**src/rtl/pc_seq_pkg.sv**
```systemverilog
// pc_seq_pkg: shared definitions for the PC sequencer.
//   state_t      - sequencer states (FETCH, EXEC, HALT)
//   SEL_*        - next-PC multiplexer select codes
//   F3_*         - funct3 branch condition codes
package pc_seq_pkg;

    typedef enum logic [1:0] {
        ST_FETCH = 2'd0,
        ST_EXEC  = 2'd1,
        ST_HALT  = 2'd2
    } state_t;

    localparam logic [1:0] SEL_PC4    = 2'b00;
    localparam logic [1:0] SEL_OFFSET = 2'b01;
    localparam logic [1:0] SEL_ALU    = 2'b10;

    localparam logic [2:0] F3_BEQ  = 3'b000;
    localparam logic [2:0] F3_BNE  = 3'b001;
    localparam logic [2:0] F3_BLT  = 3'b100;
    localparam logic [2:0] F3_BGE  = 3'b101;
    localparam logic [2:0] F3_BLTU = 3'b110;
    localparam logic [2:0] F3_BGEU = 3'b111;

endpackage

```
**src/rtl/pc_sequencer_branch_cond.sv**
```systemverilog
// branch_cond: resolves a branch condition from the ALU flags of rs1-rs2.
// Ports:
//   funct3 - branch condition code
//   zf, cf, vf, sf - ALU flags (cf=1 means no borrow, rs1 >= rs2 unsigned)
//   taken  - condition holds
module branch_cond
    import pc_seq_pkg::*;
(
    input  logic [2:0] funct3,
    input  logic       zf,
    input  logic       cf,
    input  logic       vf,
    input  logic       sf,
    output logic       taken
);

    always_comb begin
        taken = 1'b0;
        case (funct3)
            F3_BEQ:  taken = zf;
            F3_BNE:  taken = !zf;
            F3_BLT:  taken = (sf != vf);
            F3_BGE:  taken = (sf == vf);
            F3_BLTU: taken = !cf;
            F3_BGEU: taken = cf;
            default: taken = 1'b0;   // 010/011 are not branch encodings
        endcase
    end

endmodule

```
**src/rtl/pc_sequencer.sv**
```systemverilog
// pc_sequencer: owns the program counter and sequences each instruction
// through a fetch handshake and a one-cycle execute slot.
// Ports:
//   clk, rst_n           - clock, asynchronous active-low reset
//   imem_req / imem_ack  - fetch request for address pc / instruction valid
//   branch, jal, jalr    - decoded control-flow class
//   halt_req             - decoded ECALL/EBREAK
//   funct3, zf/cf/vf/sf  - branch condition and ALU flags
//   next_pc              - next-PC multiplexer output, loaded at end of EXEC
//   pc, pc_sel           - current PC and multiplexer select
//   inst_valid           - execute strobe (one cycle per instruction)
//   halted, misaligned, fetch_err - stop status; the cause flags are sticky
module pc_sequencer
    import pc_seq_pkg::*;
#(
    parameter logic [31:0] RESET_PC      = 32'h0000_0000,
    parameter int          FETCH_TIMEOUT = 16
) (
    input  logic        clk,
    input  logic        rst_n,
    output logic        imem_req,
    input  logic        imem_ack,
    input  logic        branch,
    input  logic        jal,
    input  logic        jalr,
    input  logic        halt_req,
    input  logic [2:0]  funct3,
    input  logic        zf,
    input  logic        cf,
    input  logic        vf,
    input  logic        sf,
    input  logic [31:0] next_pc,
    output logic [31:0] pc,
    output logic [1:0]  pc_sel,
    output logic        inst_valid,
    output logic        halted,
    output logic        misaligned,
    output logic        fetch_err
);

    localparam int CW = $clog2(FETCH_TIMEOUT + 1);
    // Counter holds the number of ack-less cycles already spent, so the
    // FETCH_TIMEOUT-th cycle without ack is the one seeing CNT_LAST.
    localparam logic [CW-1:0] CNT_LAST = CW'(FETCH_TIMEOUT - 1);

    state_t        state;
    logic [CW-1:0] wait_cnt;
    logic          taken;

    branch_cond u_branch_cond (
        .funct3 (funct3),
        .zf     (zf),
        .cf     (cf),
        .vf     (vf),
        .sf     (sf),
        .taken  (taken)
    );

    assign imem_req   = (state == ST_FETCH);
    assign inst_valid = (state == ST_EXEC);
    assign halted     = (state == ST_HALT);

    always_comb begin
        pc_sel = SEL_PC4;
        if (state == ST_EXEC) begin
            if (jalr)                pc_sel = SEL_ALU;
            else if (jal)            pc_sel = SEL_OFFSET;
            else if (branch && taken) pc_sel = SEL_OFFSET;
        end
    end

    always_ff @(posedge clk or negedge rst_n) begin
        if (!rst_n) begin
            state      <= ST_FETCH;
            pc         <= RESET_PC;
            wait_cnt   <= '0;
            misaligned <= 1'b0;
            fetch_err  <= 1'b0;
        end else begin
            case (state)
                ST_FETCH: begin
                    if (imem_ack) begin
                        state    <= ST_EXEC;
                        wait_cnt <= '0;
                    end else if (wait_cnt == CNT_LAST) begin
                        state     <= ST_HALT;
                        fetch_err <= 1'b1;
                    end else begin
                        wait_cnt <= wait_cnt + CW'(1);
                    end
                end
                ST_EXEC: begin
                    // Halt request wins over any redirect; PC holds.
                    if (halt_req) begin
                        state <= ST_HALT;
                    end else if (pc_sel != SEL_PC4 && next_pc[1:0] != 2'b00) begin
                        state      <= ST_HALT;
                        misaligned <= 1'b1;
                    end else begin
                        pc       <= next_pc;
                        state    <= ST_FETCH;
                        wait_cnt <= '0;
                    end
                end
                ST_HALT:  state <= ST_HALT;
                default:  state <= ST_HALT;
            endcase
        end
    end

endmodule

```
**config.mk**
```make
export PLATFORM = sky130hd
export DESIGN_NAME = pc_sequencer
export DESIGN_NICKNAME = d
export VERILOG_FILES = /design/src/rtl/pc_seq_pkg.sv /design/src/rtl/pc_sequencer_branch_cond.sv /design/src/rtl/pc_sequencer.sv
export SDC_FILE = /design/constraint.sdc
export NUM_CORES = 1
export LEC_CHECK = 0
export CAP_MARGIN = 10
export CORE_UTILIZATION = 35
export DETAILED_ROUTE_END_ITERATION = 8
export DONT_BUFFER_PORTS = 1
export GPL_ROUTABILITY_DRIVEN = 0
export PLACE_DENSITY_LB_ADDON = 0.2
export SETUP_SLACK_MARGIN = 0.2
export SYNTH_ARGS = -nofsm -noshare
export SYNTH_HDL_FRONTEND = slang
export SYNTH_SLANG_ARGS = --single-unit
```
**constraint.sdc**
```tcl
create_clock -name clk -period 6.05 [get_ports clk]
set_input_delay 1.5125 -clock clk [delete_from_list [all_inputs] [get_ports clk]]
set_output_delay 1.5125 -clock clk [all_outputs]
set_load 0.05 [all_outputs]
```
---- After elaboration in Yosys (flattened, before gate mapping) ----
Cells that the tools add are included.
word-level totals
  bits in registers ....................... 41
  input bits .............................. 46
  output and inout port bits .............. 39
  logic and storage cells ................. 51
operators by class
  add/sub/neg operators ................... 1
  eq/ne operators ......................... 14
  multiplexer cells ....................... 15
  bitwise logic cells ..................... 3
  reductions and logical operators ........ 13
operators with widths
  kind                 number
  $mux 5               4
  $eq 3x3->1 const B   4
  $mux 2               6
  $pmux 5 s2           1
  $reduce_and 3->1     3
  $pmux 1 s6           1
  $reduce_bool 2->1    3
  $add 5x1->5 const B  1
  $eq 5x4->1 const B   1
  $ne 2x2->1 const B   2
  $pmux 2 s2           1
  $reduce_and 4->1     1
  $eq 3x1->1 const B   1
  $logic_not 3->1      1
  $ne 3x1->1 const B   1
  $ne 3x3->1 const B   1
  $not 1->1            3
  $eq 2x1->1 const B   1
  $eq 2x2->1 const B   1
  $logic_and 1x1->1    2
  $logic_not 1->1      2
  $logic_not 2->1      1
  $mux 1               2
  $eq 1x1->1           1
  $ne 1x1->1           1

---- Depth between registers and ports, before layout ----
Gate-level depths: netlist (run 1).
  depth in word-level cells ............... 12
  depth in mapped cells ................... 8
  gate-level depth less buffers ........... 8

---- By module ----
Synthesis (run 1) repeated with hierarchy kept, for this count alone.
second synthesis, totals
  cells, all modules ...................... 127
  area, all modules ....................... 1,884.3 µm²
by module, submodules not included
  module        instances  cells an instance  area an instance (µm²)  sequential area each (µm²)
  pc_sequencer  1          117                1,816.7                 1,026.0
  branch_cond   1          10                 67.6                    0.0

---- Least setup slack after synthesis (run 1) ----
No wires, ideal clock.
  kind .................................... in2out
  start ................................... input port sf
  end ..................................... output port pc_sel[0]
  arrival ................................. 3.426 ns
  required time ........................... 4.537 ns
  path slack .............................. 1.111 ns
  cell stages on the path ................. 4
  buffers on the path ..................... 0
  cell sequence ........................... xnor2_1 > a311o_1 > a21o_1 > a211oi_1
on the way
  longest elaborated chain between the ends .. 7
  elaborated cells on any way between the ends .. 8
  classes of those cells .................. eq/ne (2); mux (5); reduce/logical (1)
ends and longest elaborated chain
  element                                   RTL line                                                        RTL
  start: declaration                        pc_sequencer.sv:31                                              input logic sf,
  $eq 1x1->1 or $ne 1x1->1 (tied branches)  pc_sequencer_branch_cond.sv:23, pc_sequencer_branch_cond.sv:22
  $pmux 1 s6 *                              pc_sequencer_branch_cond.sv:19                                  case (funct3)
  $logic_and 1x1->1 *                       pc_sequencer.sv:68                                              else if (branch && taken) pc_sel = SEL_OFFSET;
  $mux 1 *                                  pc_sequencer.sv:68
  $mux 1 *                                  pc_sequencer.sv:67                                              else if (jal) pc_sel = SEL_OFFSET;
  $mux 2 *                                  pc_sequencer.sv:66                                              if (jalr) pc_sel = SEL_ALU;
  $mux 2 *                                  pc_sequencer.sv:65                                              if (state == ST_EXEC) begin
  end: declaration                          pc_sequencer.sv:34                                              output logic [1:0] pc_sel,
Mark *: on every way between the ends. The rest lies on a longest branch, timed or not.

---- Worst setup path after layout (run 1) ----
Same ends and word-level chain as after synthesis.

==> results list, run 1 <==
- Run status: complete, no violations
- Tmin final: 4.539 ns
* Bufs on Longest Clock Path: 2
- CTS H-tree lvls: 2
- Via count of the first global-routing pass: 1149
- Post-route insts no fill: 208
- Count of pins over their slew limit: 0
- Residual antenna-violating net count after detailed routing: 0
* Combined flip-flop and latch cell area: 1026 sq um
* Overall routing resource usage: 12.99%
- Across the run, the number of max-cap violations was 0.
* Sequential area share after synthesis: 53.81%
- In the post-synthesis netlist, the biggest area contributors are sky130_fd_sc_hd__dfrtp_1, sky130_fd_sc_hd__mux2_4, sky130_fd_sc_hd__buf_6, sky130_fd_sc_hd__a211oi_1, sky130_fd_sc_hd__inv_1.
- Remaining design rule violation count: 0
- Iteration-0 DRC count of the detailed router: 31
* Slew at the pin with the worst max-slew slack: 0.9461 ns
- Synthesis inferred 41 register bits.
- TritonCTS built the clock tree.
- Clk_lat worst skew: 0.28 ns
* Top cell type's share of synthesized area: 53.81%
- Summed over all instances, the cell type with the most area after synthesis is sky130_fd_sc_hd__dfrtp_1.
- Share of post-route cells with drive strength above 1: 34.78%
- Skew final: 0.001913 ns
- Pin count of the biggest net entering global routing: 42
- Most instantiated cells after synthesis: sky130_fd_sc_hd__dfrtp_1, sky130_fd_sc_hd__mux2_4, sky130_fd_sc_hd__inv_1
- Most frequent cell after synthesis: sky130_fd_sc_hd__dfrtp_1
- Std cell rows: 26
* Grt ovf: 0
- VDD sags by at most 0.0001736 V.
- The cell count after synthesis came out at 133.
- Number of endpoints failing setup at the final stage: 0
- The filler cells instantiated in the layout total 488.
- Die Y: 75.81 microns
* Maximum clock rate: 0.2203 GHz
* Root Buffer: sky130_fd_sc_hd__clkbuf_8
- Counting every sink on the clock net gives 41.
- Antenna violations before repair: 0
- Nature of the critical path endpoint: primary output
- Startpoint class of the critical path: input pin
- Summing internal, switching and leakage power gives 1.157 mW.
* Max-slew headroom at the worst pin: 36.69%
* Worst-path maximum fanout: 5
* Total inserted antenna cells: 0
- Including well taps, the total number of placed cells is 201.
* Synthesized cell area: 1907 sq um
- Post_cts resized: 0
- The final count of hold timing violations came to 0.
- Number of library cell types mapped by synthesis: 36
* Average cell area after synthesis: 14.34 sq um
- For the worst setup path, the data required time is 4.54 ns.
- For this design, the CTS-stage hold fixing added 0 buffers.
- Port Buf Inserts: 0
- The first global-routing pass estimated 5457 microns of wire.
- Cells fill 40.28% of the core in the end.
* Post-layout net count: 186
* Final wirelength: 3802 microns
- In the final routed layout, each cell accounts on average for 18.28 microns.
* Leakage power: 0.9526 nW
- Area delta synth->final: 9.252%
- The finished cells cover 2083 sq um.
- After detailed routing, the number of vias per cell comes to 5.207.
* Core box area: 5172 sq um
* DIE AREA: 5747 sq um
- Starting Density: 36.87%
* Total number of vias: 1083
- 85 I/O pins were placed.
- Final period util: 75.02%
* Clock slew seen by the registers of the worst setup and hold paths: 0.07 ns
- The worst setup path is of the in -> out kind.
- Proportion of register bits with asynchronous set or reset after synthesis: 100.0%
* EDFF count, synth: 0
* Die boundary width: 75.81 microns
- For this run, the leading register cell type out of synthesis is sky130_fd_sc_hd__dfrtp_1.
- Worst hold path type: reg -> reg
* Yosys synthesis warning count: 0
- Power per cell area: 555.3 nW/um^2
- HPWL after detailed placement: 2838 microns
- Before antenna repair, the detailed router went through 4 iterations.
- Area of the multi-input gates: 824.5 sq um
- The number of setup buffers added after CTS is 0.
- Num CTS Buffers: 5
* Unrepaired setup endpoints after global routing: false
- In the final timing run, aggregate negative setup slack is 0 ns.
- Post-place instance area: 1979 sq um
* Synthesized netlist net count: 181
* Arrival @ worst endpoint: 3.03 ns
[final timing paths]
check / start / to / slack (ns) / cells after the start
max: sf / pc_sel[0] / 1.51 / 4
min: wait_cnt[4]$_DFFE_PN0P_ / wait_cnt[4]$_DFFE_PN0P_ / 0.51 / 1
max reg2reg: state[1]$_DFFE_PN0P_ / pc[15]$_DFFE_PN0P_ / 3.53 / 7
min reg2reg: wait_cnt[4]$_DFFE_PN0P_ / wait_cnt[4]$_DFFE_PN0P_ / 0.51 / 1
max in group asynchronous: rst_n / wait_cnt[3]$_DFFE_PN0P_ / 5.04 / 0
min in group asynchronous: rst_n / pc[17]$_DFFE_PN0P_ / 0.92 / 0
[kinds of logic after synthesis]
| family | synth area share [%] |
|---|---|
| XOR/XNOR | 0.4594 |
| buffers and inverters | 3.544 |
| multiplexers | 24.80 |
| adder cells (fa/ha/maj) | 1.312 |
| AND/OR/NAND/NOR | 7.547 |
| flip-flops | 53.81 |
| AO/OA/AOI/OAI | 8.530 |
[critical path, cell delays in order]
cell and delay (ns):
sky130_fd_sc_hd__xnor2_1 0.12, sky130_fd_sc_hd__a311o_1 0.38, sky130_fd_sc_hd__a21o_1 0.22, sky130_fd_sc_hd__a211oi_2 0.78
[layer usage]
| layer | share of wire [%] | up-vias | GRT usage [%] | routed length [microns] |
|---|---|---|---|---|
| li1 | - | 488 | - | - |
| met5 | 0 | - | 0 | 0 |
| met2 | 52 | 48 | 22.12 | 1984 |
| met3 | 8.0 | 7 | 4.497 | 306 |
| met4 | 1.2 | 0 | 5.761 | 46 |
| met1 | 39 | 540 | 14.68 | 1464 |
[stage by stage]
stage,setup WS [ns],hold slack (ns)
after floorplan,1.111,0.4566
after global placement,1.546,0.4891
after detailed placement,1.522,0.4952
after CTS,1.513,0.5125
after global routing,1.485,0.5454
final,1.511,0.5085
[where the power goes]
| group | switching [mW] | internal, mW | total (mW) |
|---|---|---|---|
| clock network | 0.0846 | 0.120 | 0.204 |
| registers | 0.384 | 0.369 | 0.753 |
| logic | 0.0683 | 0.131 | 0.200 |
| total | 0.537 | 0.620 | 1.16 |
[cell type report]
type / instances / share of cell area, %
clock buffers: 5 / 3.303
clock inverters: 2 / 1.682
inverters: 9 / 1.622
multi-input cells: 80 / 39.58
flip-flops and latches: 41 / 49.25
well taps: 70 / 4.204
repair buffers: 1 / 0.3604
[registers in the layout, summed over array words and instances (netlist names)]
signal	flops
fetch_err	1
pc	32
state	2
misaligned	1
wait_cnt	5
[placed cells by master (no fill, tap or decap), drive strengths merged, types with 2 or more instances in the layout]
| cell | n |
|---|---|
| dfrtp | 41 |
| mux2 | 32 |
| inv | 9 |
| nor2 | 6 |
| clkbuf | 5 |
| a211oi | 5 |
| o21ai | 4 |
| nand2b | 3 |
| nor3 | 3 |
| nor3b | 2 |
| a211o | 2 |
| nand2 | 2 |
| o32a | 2 |
| ha | 2 |
Note: power is estimated with default switching activity, not from simulation.
==> inputs of run 2 (changes only) <==
==> constraint.sdc (replaced) <==
create_clock -name clk -period 3.8 [get_ports clk]
set_input_delay 0.95 -clock clk [delete_from_list [all_inputs] [get_ports clk]]
set_output_delay 0.95 -clock clk [all_outputs]
set_load 0.05 [all_outputs]
==> results list, run 2 (synthesis results as in run 1) <==
- Residual antenna-violating net count after detailed routing: 0
- Remaining design rule violation count: 0
* Skew final: 0.008008 ns
- At the later pin of the worst-skew pair, clock insertion delay measures 0.29 ns.
* Number of endpoints failing setup at the final stage: 0
- The area growth from synthesis to layout is 8.727%.
- After detailed placement, the total cell area comes to 1987 sq um.
- HPWL after detailed placement: 2605 microns
- TritonCTS built the clock tree.
* Port Buf Inserts: 0
* Starting Density: 36.87%
- Entering global routing, the biggest net connects 42 pins.
- Startpoint class of the critical path: input pin
* Overall routing resource usage: 12.20%
- Vias per std cell: 5.295
- The library cell used most frequently in the layout, excluding fill and tap cells, is sky130_fd_sc_hd__dfrtp_1.
* Post-CTS Setup Bufs: 0
- The largest registers in the layout are pc (32), wait_cnt (5), state (2).
- Summed over all failing endpoints, the final setup total negative slack is 0 ns.
- In this run, post-CTS repair resized a total of 0 instances.
- Master of the slowest instance on the critical path: sky130_fd_sc_hd__a311o_1
* Max-slew headroom at the worst pin: 36.74%
- Antenna violations before repair: 0
- Post-layout net count: 187
- Derived from the worst setup path, the maximum achievable clock frequency is 0.3236 GHz.
* Grt ovf: 0
- Slew at the pin with the worst max-slew slack: 0.9469 ns
* DIE AREA: 5747 sq um
- Register with the most flip-flops: pc
- MaxCap Viol Count: 0
* Leakage power: 0.9480 nW
- The finished layout holds 210 standard cells, fillers aside.
- Std cell rows: 26
- The run finished with clean final reports.
- Fillers: 486
- The register with the most flip-flops in the layout has 32 of them.
* CTS H-tree lvls: 2
- At the worst endpoint, the arrival time is 2.14 ns.
* Worst-path maximum fanout: 5
- Avg WL per Cell: 16.91 microns
- Of the available clock period, the critical path in the final layout requires 81.33%.
- Crit-path cells: xnor2_1 > a311o_1 > a21o_1 > a211oi_2 > buf_4
- Crit-path max cell delay: 0.38 ns
* Worst-case setup slack after placement: 0.7029 ns
* Clock slew seen by the registers of the worst setup and hold paths: 0.08 ns
* Detailed-routing iteration count for the pre-antenna-repair pass: 2
- VDD sags by at most 0.0002531 V.
- Worst hold path type: in -> async
* Commonest non-fill, non-tap cells in the layout: sky130_fd_sc_hd__dfrtp_1, sky130_fd_sc_hd__mux2_4, sky130_fd_sc_hd__inv_1, sky130_fd_sc_hd__nor2_1, sky130_fd_sc_hd__clkbuf_8
- Tmin final: 3.090 ns
- The finished cells cover 2073 sq um.
* Required @ worst endpoint: 2.85 ns
* Number of I/O pins: 85
* Global-route wire length before repair: 5071 microns
* Num CTS Buffers: 5
* Core box area: 5172 sq um
- The final count of hold timing violations is 0.
* Type of the setup path with the least slack: in -> out
* Layout Utilization: 40.08%
* Clock Sinks: 41
* Total Power: 1.783 mW
- Dividing total power by cell area gives a power density of 859.9 nW/um^2.
- After detailed routing, the total wire length is 3552 microns.
- Unrepaired setup endpoints after global routing: false
- Total number of vias: 1112
- In this run, post-CTS hold repair placed 0 buffers.
- From bottom edge to top edge, the die measures 75.81 microns.
* Bufs on Longest Clock Path: 2
* Die boundary width: 75.81 microns
- The cell sitting at the root of the clock tree is a sky130_fd_sc_hd__clkbuf_8.
- The repair_antennas step left the layout with diodes totalling 0.
- In this run, the number of DRC markers left after iteration 0 of detailed routing was 35.
- Via count of the first global-routing pass: 1060
- The number of max-slew violations in the final report is 0.
- # placed instances: 202
- PnR worst setup slack: 0.7096 ns
- Share of post-route cells with drive strength above 1: 35.71%
* Nature of the critical path endpoint: primary output
- Min Hold Slack: 0.3516 ns
[run 2: cell types whose count changed in the layout (fill, tap and decap cells not counted)]
cell,change
sky130_fd_sc_hd__buf_4,+1
sky130_fd_sc_hd__clkinvlp_4,+1
sky130_fd_sc_hd__clkinv_2,+1
sky130_fd_sc_hd__bufinv_16,-1
[run 2: power by group]
group / internal, mW / total, mW / switching (mW)
logic: 0.208 / 0.316 / 0.107
clock network: 0.127 / 0.270 / 0.144
registers: 0.588 / 1.20 / 0.609
[run 2: metal layers]
layer	share of wire (%)	GRT usage (%)	up-vias
li1	-	-	493
met1	41	14.07	559
met2	48	18.98	50
met3	8.5	5.159	10
met4	1.8	6.996	0
met5	0	0	-
[run 2: worst paths after layout]
check                                              from  cells after the start                       to  slack, ns
max in group asynchronous                         rst_n                      0        pc[9]$_DFFE_PN0P_       3.35
worst max register to register     state[1]$_DFFE_PN0P_                      7       pc[25]$_DFFE_PN0P_       1.31
worst max-delay path                                 sf                      5                pc_sel[0]       0.71
min in group clk                wait_cnt[4]$_DFFE_PN0P_                      1  wait_cnt[4]$_DFFE_PN0P_       0.51
worst min register to register  wait_cnt[4]$_DFFE_PN0P_                      1  wait_cnt[4]$_DFFE_PN0P_       0.51
worst min-delay path                              rst_n                      0       pc[30]$_DFFE_PN0P_       0.35
[run 2: cell type report]
type / count / area, sq um / area share [%]
clock buffer: 5 / 68.82 / 3.319
clock inverter: 3 / 17.52 / 0.8449
inverter: 9 / 33.78 / 1.629
multi-input combinational: 80 / 824.5 / 39.77
sequential: 41 / 1026 / 49.49
tap: 70 / 87.58 / 4.224
timing repair buffer: 2 / 15.01 / 0.7242
[run 2: worst max-delay path: cells and delay by family]
family | cells | cell delay (ns)
buffers and inverters | 1 | 0.23
AO/OA/AOI/OAI | 3 | 0.83
XOR/XNOR | 1 | 0.12
